<file path="config.mk">
export PLATFORM = sky130hd
export DESIGN_NAME = lfsr_gen_flat
export DESIGN_NICKNAME = d
export VERILOG_FILES = /design/src/rtl/lfsr_if.sv /design/src/rtl/lfsr_gen.sv /design/src/flat_wrapper.sv
export SDC_FILE = /design/constraint.sdc
export NUM_CORES = 1
export LEC_CHECK = 0
export CORE_MARGIN = 2
export CORE_UTILIZATION = 30
export CTS_BUF_LIST = sky130_fd_sc_hd__clkbuf_8
export CTS_CLUSTER_DIAMETER = 120
export DETAILED_ROUTE_END_ITERATION = 6
export GPL_ROUTABILITY_DRIVEN = 0
export HOLD_SLACK_MARGIN = 0.15
export REMOVE_ABC_BUFFERS = 1
export SLEW_MARGIN = 20
export SYNTH_ARGS = -nofsm -noshare
export SYNTH_HDL_FRONTEND = slang
export SYNTH_SLANG_ARGS = --single-unit
</file>
<file path="constraint.sdc">
create_clock -name clk -period 1.4 [get_ports clk]
set_input_delay 0.42 -clock clk [delete_from_list [all_inputs] [get_ports clk]]
set_output_delay 0.42 -clock clk [all_outputs]
set_load 0.05 [all_outputs]
</file>
<file path="src/rtl/lfsr_if.sv">
// lfsr_if: control and status bundle between an LFSR consumer and lfsr_gen
interface lfsr_if #(parameter int WIDTH = 8);
  logic             en;
  logic             load;
  logic [WIDTH-1:0] seed_in;
  logic [WIDTH-1:0] out;
  logic             bit_out;
  logic             wrap;
  logic             seed_err;
  modport master (output en, load, seed_in, input out, bit_out, wrap, seed_err);
  modport slave  (input en, load, seed_in, output out, bit_out, wrap, seed_err);
endinterface

</file>
<file path="src/rtl/lfsr_gen.sv">
// lfsr_gen: parametrised Fibonacci/Galois LFSR with seed load, zero-seed guard and wrap flag
module lfsr_gen #(
  parameter int               WIDTH = 8,
  parameter logic [WIDTH-1:0] POLY  = 8'h71,
  parameter logic [WIDTH-1:0] SEED  = 8'h01,
  parameter bit               MODE  = 1'b0
) (
  input logic   clk,
  input logic   rst,
  lfsr_if.slave bus
);
  if (WIDTH < 3 || WIDTH > 32 || SEED == '0) begin : g_bad_cfg
    $fatal(1, "lfsr_gen: WIDTH must be 3..32 and SEED non-zero");
  end
  logic [WIDTH-1:0] state_q, state_d, start_q, start_d, cnt_q, cnt_d, mask, step;
  logic             wrap_q, wrap_d, seed_err_q, seed_err_d;
  // Fibonacci tap mask is the polynomial bit-reversed so out[WIDTH-1] pairs with x^0
  always_comb begin
    mask = '0;
    for (int j = 0; j < WIDTH; j++) mask[j] = POLY[WIDTH-1-j];
  end
  assign step = MODE ? ({state_q[WIDTH-2:0], 1'b0} ^ ({WIDTH{state_q[WIDTH-1]}} & POLY))
                     : {state_q[WIDTH-2:0], ^(state_q & mask)};
  // Next state: load beats en; a zero seed falls back to SEED so lockup is unreachable
  always_comb begin
    state_d    = state_q;
    start_d    = start_q;
    cnt_d      = cnt_q;
    wrap_d     = 1'b0;
    seed_err_d = 1'b0;
    if (bus.load) begin
      seed_err_d = (bus.seed_in == '0);
      state_d    = seed_err_d ? SEED : bus.seed_in;
      start_d    = state_d;
      cnt_d      = '0;
    end else if (bus.en) begin
      state_d = step;
      wrap_d  = (step == start_q);
      cnt_d   = wrap_d ? '0 : cnt_q + WIDTH'(1);
    end
  end
  // State registers with asynchronous active-low reset back to SEED
  always_ff @(posedge clk or negedge rst) begin
    if (!rst) begin
      state_q    <= SEED;
      start_q    <= SEED;
      cnt_q      <= '0;
      wrap_q     <= 1'b0;
      seed_err_q <= 1'b0;
    end else begin
      state_q    <= state_d;
      start_q    <= start_d;
      cnt_q      <= cnt_d;
      wrap_q     <= wrap_d;
      seed_err_q <= seed_err_d;
    end
  end
  assign bus.out      = state_q;
  assign bus.bit_out  = state_q[WIDTH-1];
  assign bus.wrap     = wrap_q;
  assign bus.seed_err = seed_err_q;
endmodule

</file>
<file path="src/flat_wrapper.sv">
// flat-port wrapper written by rule: the top's interface ports become plain ports
module lfsr_gen_flat 
#(
  parameter int               WIDTH = 8,
  parameter logic [WIDTH-1:0] POLY  = 8'h71,
  parameter logic [WIDTH-1:0] SEED  = 8'h01,
  parameter bit               MODE  = 1'b0
)
  (clk, rst, bus_en, bus_load, bus_seed_in, bus_out, bus_bit_out, bus_wrap, bus_seed_err);
  lfsr_if #(.WIDTH(WIDTH)) bus_i ();
  input logic clk;
  input logic rst;
  input wire logic [$bits(bus_i.en)-1:0] bus_en;
  input wire logic [$bits(bus_i.load)-1:0] bus_load;
  input wire logic [$bits(bus_i.seed_in)-1:0] bus_seed_in;
  output wire logic [$bits(bus_i.out)-1:0] bus_out;
  output wire logic [$bits(bus_i.bit_out)-1:0] bus_bit_out;
  output wire logic [$bits(bus_i.wrap)-1:0] bus_wrap;
  output wire logic [$bits(bus_i.seed_err)-1:0] bus_seed_err;
  assign bus_i.en = bus_en;
  assign bus_i.load = bus_load;
  assign bus_i.seed_in = bus_seed_in;
  assign bus_out = bus_i.out;
  assign bus_bit_out = bus_i.bit_out;
  assign bus_wrap = bus_i.wrap;
  assign bus_seed_err = bus_i.seed_err;
  lfsr_gen #(.WIDTH(WIDTH), .POLY(POLY), .SEED(SEED), .MODE(MODE)) u_core (.clk(clk), .rst(rst), .bus(bus_i));
endmodule
</file>
[Word level (Yosys, flattened, before mapping)]
Cells that the tools add are included.
Storage, ports and cells
  bits of input ports: 12
  word-level logic and storage cells: 14
  register bits: 18
Cells by class
  reduce and logical (&&, ||, !) cells: 3
  equality and inequality tests: 1
  mux-type cells: 6
Operator list (count)
  two-way mux 8 bit: 3
  equality test 8 bit: 1
  logical NOT 8 bit: 1
  parity 8 bit: 1
  two-way mux 1 bit: 3
  nonzero test 2 bit: 1

[Depth between registers and ports, before layout]
  depth after elaboration: 4
  mapped depth: 4

[Least setup slack after synthesis]
No wires, ideal clock.
  path kind: register to register
  from: register u_core.state_q[3], in the netlist u_core.bus.out[3]
  to: register u_core.wrap_q, in the netlist u_core.bus.wrap
  buffers on the path: 0
  period minus slack after synthesis: 1.430 ns
  data required time: 1.280 ns
  stages on the path, launching flop included: 5
  setup time: 0.120 ns
  arrival time: 1.310 ns
  slack: -0.030 ns
  cells stage by stage: dfrtp_1 xor2_1 xnor2_1 xnor2_1 and3_1
Between the ends
  longest elaborated chain between the ends: 4
RTL lines
  start, declared: line lfsr_gen.sv:15  | logic [WIDTH-1:0] state_q, state_d, start_q, start_d, cnt_q, cnt_d, mask, step;
  start signal, assigned: line lfsr_gen.sv:51  | state_q <= state_d;
  parity 8 bit: line lfsr_gen.sv:23  | : {state_q[WIDTH-2:0], ^(state_q & mask)};
  equality test 8 bit *: line lfsr_gen.sv:38  | wrap_d = (step == start_q);
  two-way mux 1 bit *: line lfsr_gen.sv:36  | end else if (bus.en) begin
  two-way mux 1 bit *: line lfsr_gen.sv:31  | if (bus.load) begin
  net u_core.wrap_d: line lfsr_gen.sv:16  | logic wrap_q, wrap_d, seed_err_q, seed_err_d;
  end signal, assigned: line lfsr_gen.sv:54  | wrap_q <= wrap_d;
  end, declared: line lfsr_gen.sv:16
Mark *: on every way through the listed nets, which the timed path passes. The rest lies on a longest branch.
A chain may end at the register's enable or synchronous reset.

[Final worst setup path]
  from: register u_core.state_q[0], in the netlist u_core.bus.out[0]
  to: output bus_out[0]
RTL lines
  end, declared: line flat_wrapper.sv:16  | output wire logic [$bits(bus_i.out)-1:0] bus_out;
No word-level cell between the ends.

==> results_dict.tcl <==
set metrics [dict create \
    p_leak_nw 0.681 \
    syn_avg_cell_area_um2 10.6 \
    hpwl_mm 1.51 \
    grt.met2_usage 0.235 \
    yosys.area.top_type "dfrtp_1" \
    synth-simple-area-share 0.103 \
    synth_top_family_by_area "XOR/XNOR gates" \
    final_common_cell "dfrtp_1" \
    final_cells 148 \
    nFillCells 262 \
    num_rows 19 \
    drive_gt1_frac 0.282 \
    grt_pass1_vias 758 \
    max_slew_margin 0.820 \
    fin_area_um2 1390 \
    syn_inst 80 \
    grt_usage 0.141 \
    die_area_um2 3260 \
    worst_pin_slew_ns 0.269 \
    grt_max_degree 19 \
    drt_iter0_drc 6 \
    antenna_found_initial 0 \
    run_status "complete, no violations" \
    syn_to_final_growth_pct 63.7 \
    fmax_mhz 727 \
    arrival_ns 0.96 \
    power_density_nw_per_um2 1080 \
    vias_per_cell 4.80 \
    htree_levels 1 \
    post-route-util 0.512 \
    cts_hold_buf 0 \
    final_cell_mix "dfrtp_1 (16), o21ai_0 (13), buf_4 (13)" \
    holdWs_ns 0.467 \
    clkSlewWorstSetupHoldPaths_ns 0.07 \
    clock_sinks 18 \
    dp_slack_ns -0.308 \
    synth_area_leaders "dfrtp_1 (47%), mux2i_1 (8.3%), o21ai_0 (7.7%), xor2_1 (7.2%), dfstp_2 (6.2%)" \
    peakVddDrop_uv 660 \
    finalCritPeriodShare 0.983 \
    cts_buffers 3 \
    path_delay_family "flip-flops" \
    yosysWarningCount 0 \
    synth_compound_area_frac 0.102 \
    synth_top_area_frac 0.473 \
    place_area_um2 1300 \
    remaining_drc_errors 0 \
    ios 23 \
    hold_class "in2reg" \
    busiest_layer "met2" \
    crit_required_ns 0.98 \
    crit_chain "buf_12" \
    ant_nets 0 \
    seq_area_frac_synth 0.535 \
    die_y_um 57.1 \
    grtUsageMet1 0.159 \
    io_buffers 22 \
    synthMuxAreaShare 0.0960 \
    start_util 0.313 \
    cp_slowest_cell "dfstp_2" \
    synth-seq-cells 18 \
    core_area_um2 2710 \
    die_w_um 57.1 \
    synth_area_um2 847 \
    overflow 0 \
    finClkSkew_ns 0.00407 \
    grt_first_pass_wirelength_mm 3.41 \
    drt_wl_total_mm 1.96 \
    cp-end-kind "primary output" \
    worst_slack_ns 0.0243 \
    ys_types 21 \
    insertion_delay_ns 0.26 \
    cpPeakStageDelay_ns 0.56 \
    cp_num_buf_inv 1 \
    avgRoutedWirePerCell_um 13.2 \
    cap_violations 0 \
    dpl.cell_count 141 \
    hold_viol_final 0 \
    rsz0062_at_grt "true" \
    fin_crit_ns 1.38 \
    cp-start-kind "flip-flop" \
    drtPass1Iterations 3 \
    cts_buffer_depth 2 \
    via_count 711 \
    drv_slew 0 \
    synth_xor_area_frac 0.114 \
    grt_use_met3 0.0431 \
    crit_type "reg2out" \
    clockRootBuffer "clkbuf_8" \
    tritoncts "done" \
    nNetsFinal 130 \
    synthAdderAreaFrac 0 \
    setup_violations 0 \
    crit_fanout 2 \
    num_antenna_cells 0 \
]
==> synth_stat cells <==
library cell,count
a211oi_1,1
dfstp_2,2
dfrtp_1,16
xor2_1,7
nand2_1,6
nor4_1,2
nand3b_1,1
and3_1,2
o21ai_1,1
buf_4,1
o21ai_0,13
buf_2,1
inv_1,6
mux2_2,1
mux2i_1,7
nor2_1,1
nor2b_1,3
clkbuf_1,2
a211o_1,1
xnor2_1,4
nor3_1,2
==> worst paths after layout <==
path | cells after the start | end | slack, ns | from
setup / recovery | 1 | bus_out[0] | 0.02 | u_core.bus.out[0]
hold / removal | 3 | u_core.bus.out[2] | 0.47 | bus_seed_in[2]
setup reg to reg | 5 | u_core.bus.wrap | 0.08 | u_core.bus.out[3]
hold reg to reg | 2 | u_core.start_q[4] | 0.54 | u_core.start_q[4]
max in group asynchronous | 2 | u_core.bus.out[0] | 0.64 | rst
min in group asynchronous | 2 | u_core.start_q[4] | 0.49 | rst
==> metrics by stage <==
| stage | total power, mW | TNS, ns |
|---|---|---|
| finish | 1.50 | 0 |
| global route | 1.58 | -0.0117 |
| CTS | 1.52 | 0 |
| detailed placement | 1.13 | -2.51 |
| global placement | 1.13 | -2.21 |
| floorplan | 0.856 | -0.542 |
==> sequential cells by signal, indices dropped and copies added (netlist names) <==
signal	cells
u_core.bus.out	8
u_core.start_q	8
u_core.bus.seed_err	1
u_core.bus.wrap	1
==> repair_timing <==
item | in CTS | in global routing
pin swaps | 2 | 3
endpoints found under the setup margin | 3 | 7
gates resized for setup | 1 | 5
setup buffers | 2 | 1
==> cell type report <==
cell class              count  area (um2)  area share
clock buffers               3        41.3      0.0298
well taps                  31        38.8      0.0280
inverters                   6        22.5      0.0162
clock inverters             1        3.75     0.00271
multi-input cells          52         358       0.258
flip-flops and latches     18         453       0.327
repair buffers             37         469       0.338
==> power by group <==
group	total (mW)	switching (mW)	internal, mW
clock network	0.364	0.169	0.195
logic	0.505	0.243	0.262
registers	0.632	0.0577	0.574
==> logic make-up (layout without fill, tap and decap cells) <==
family,Yosys count,after routing
xor+xnor,11,11
simple gates,17,17
buf+inv,10,47
compound gates,16,16
mux,8,8
flops,18,18
==> per-layer routing <==
metal,share of wire,wire length [um],up-vias
met1,0.44,852,350
met4,0.030,59,0
li1,-,-,342
met3,0.035,68,6
met2,0.50,978,13
met5,0,0,-
Power figures use the tool's default switching activity.
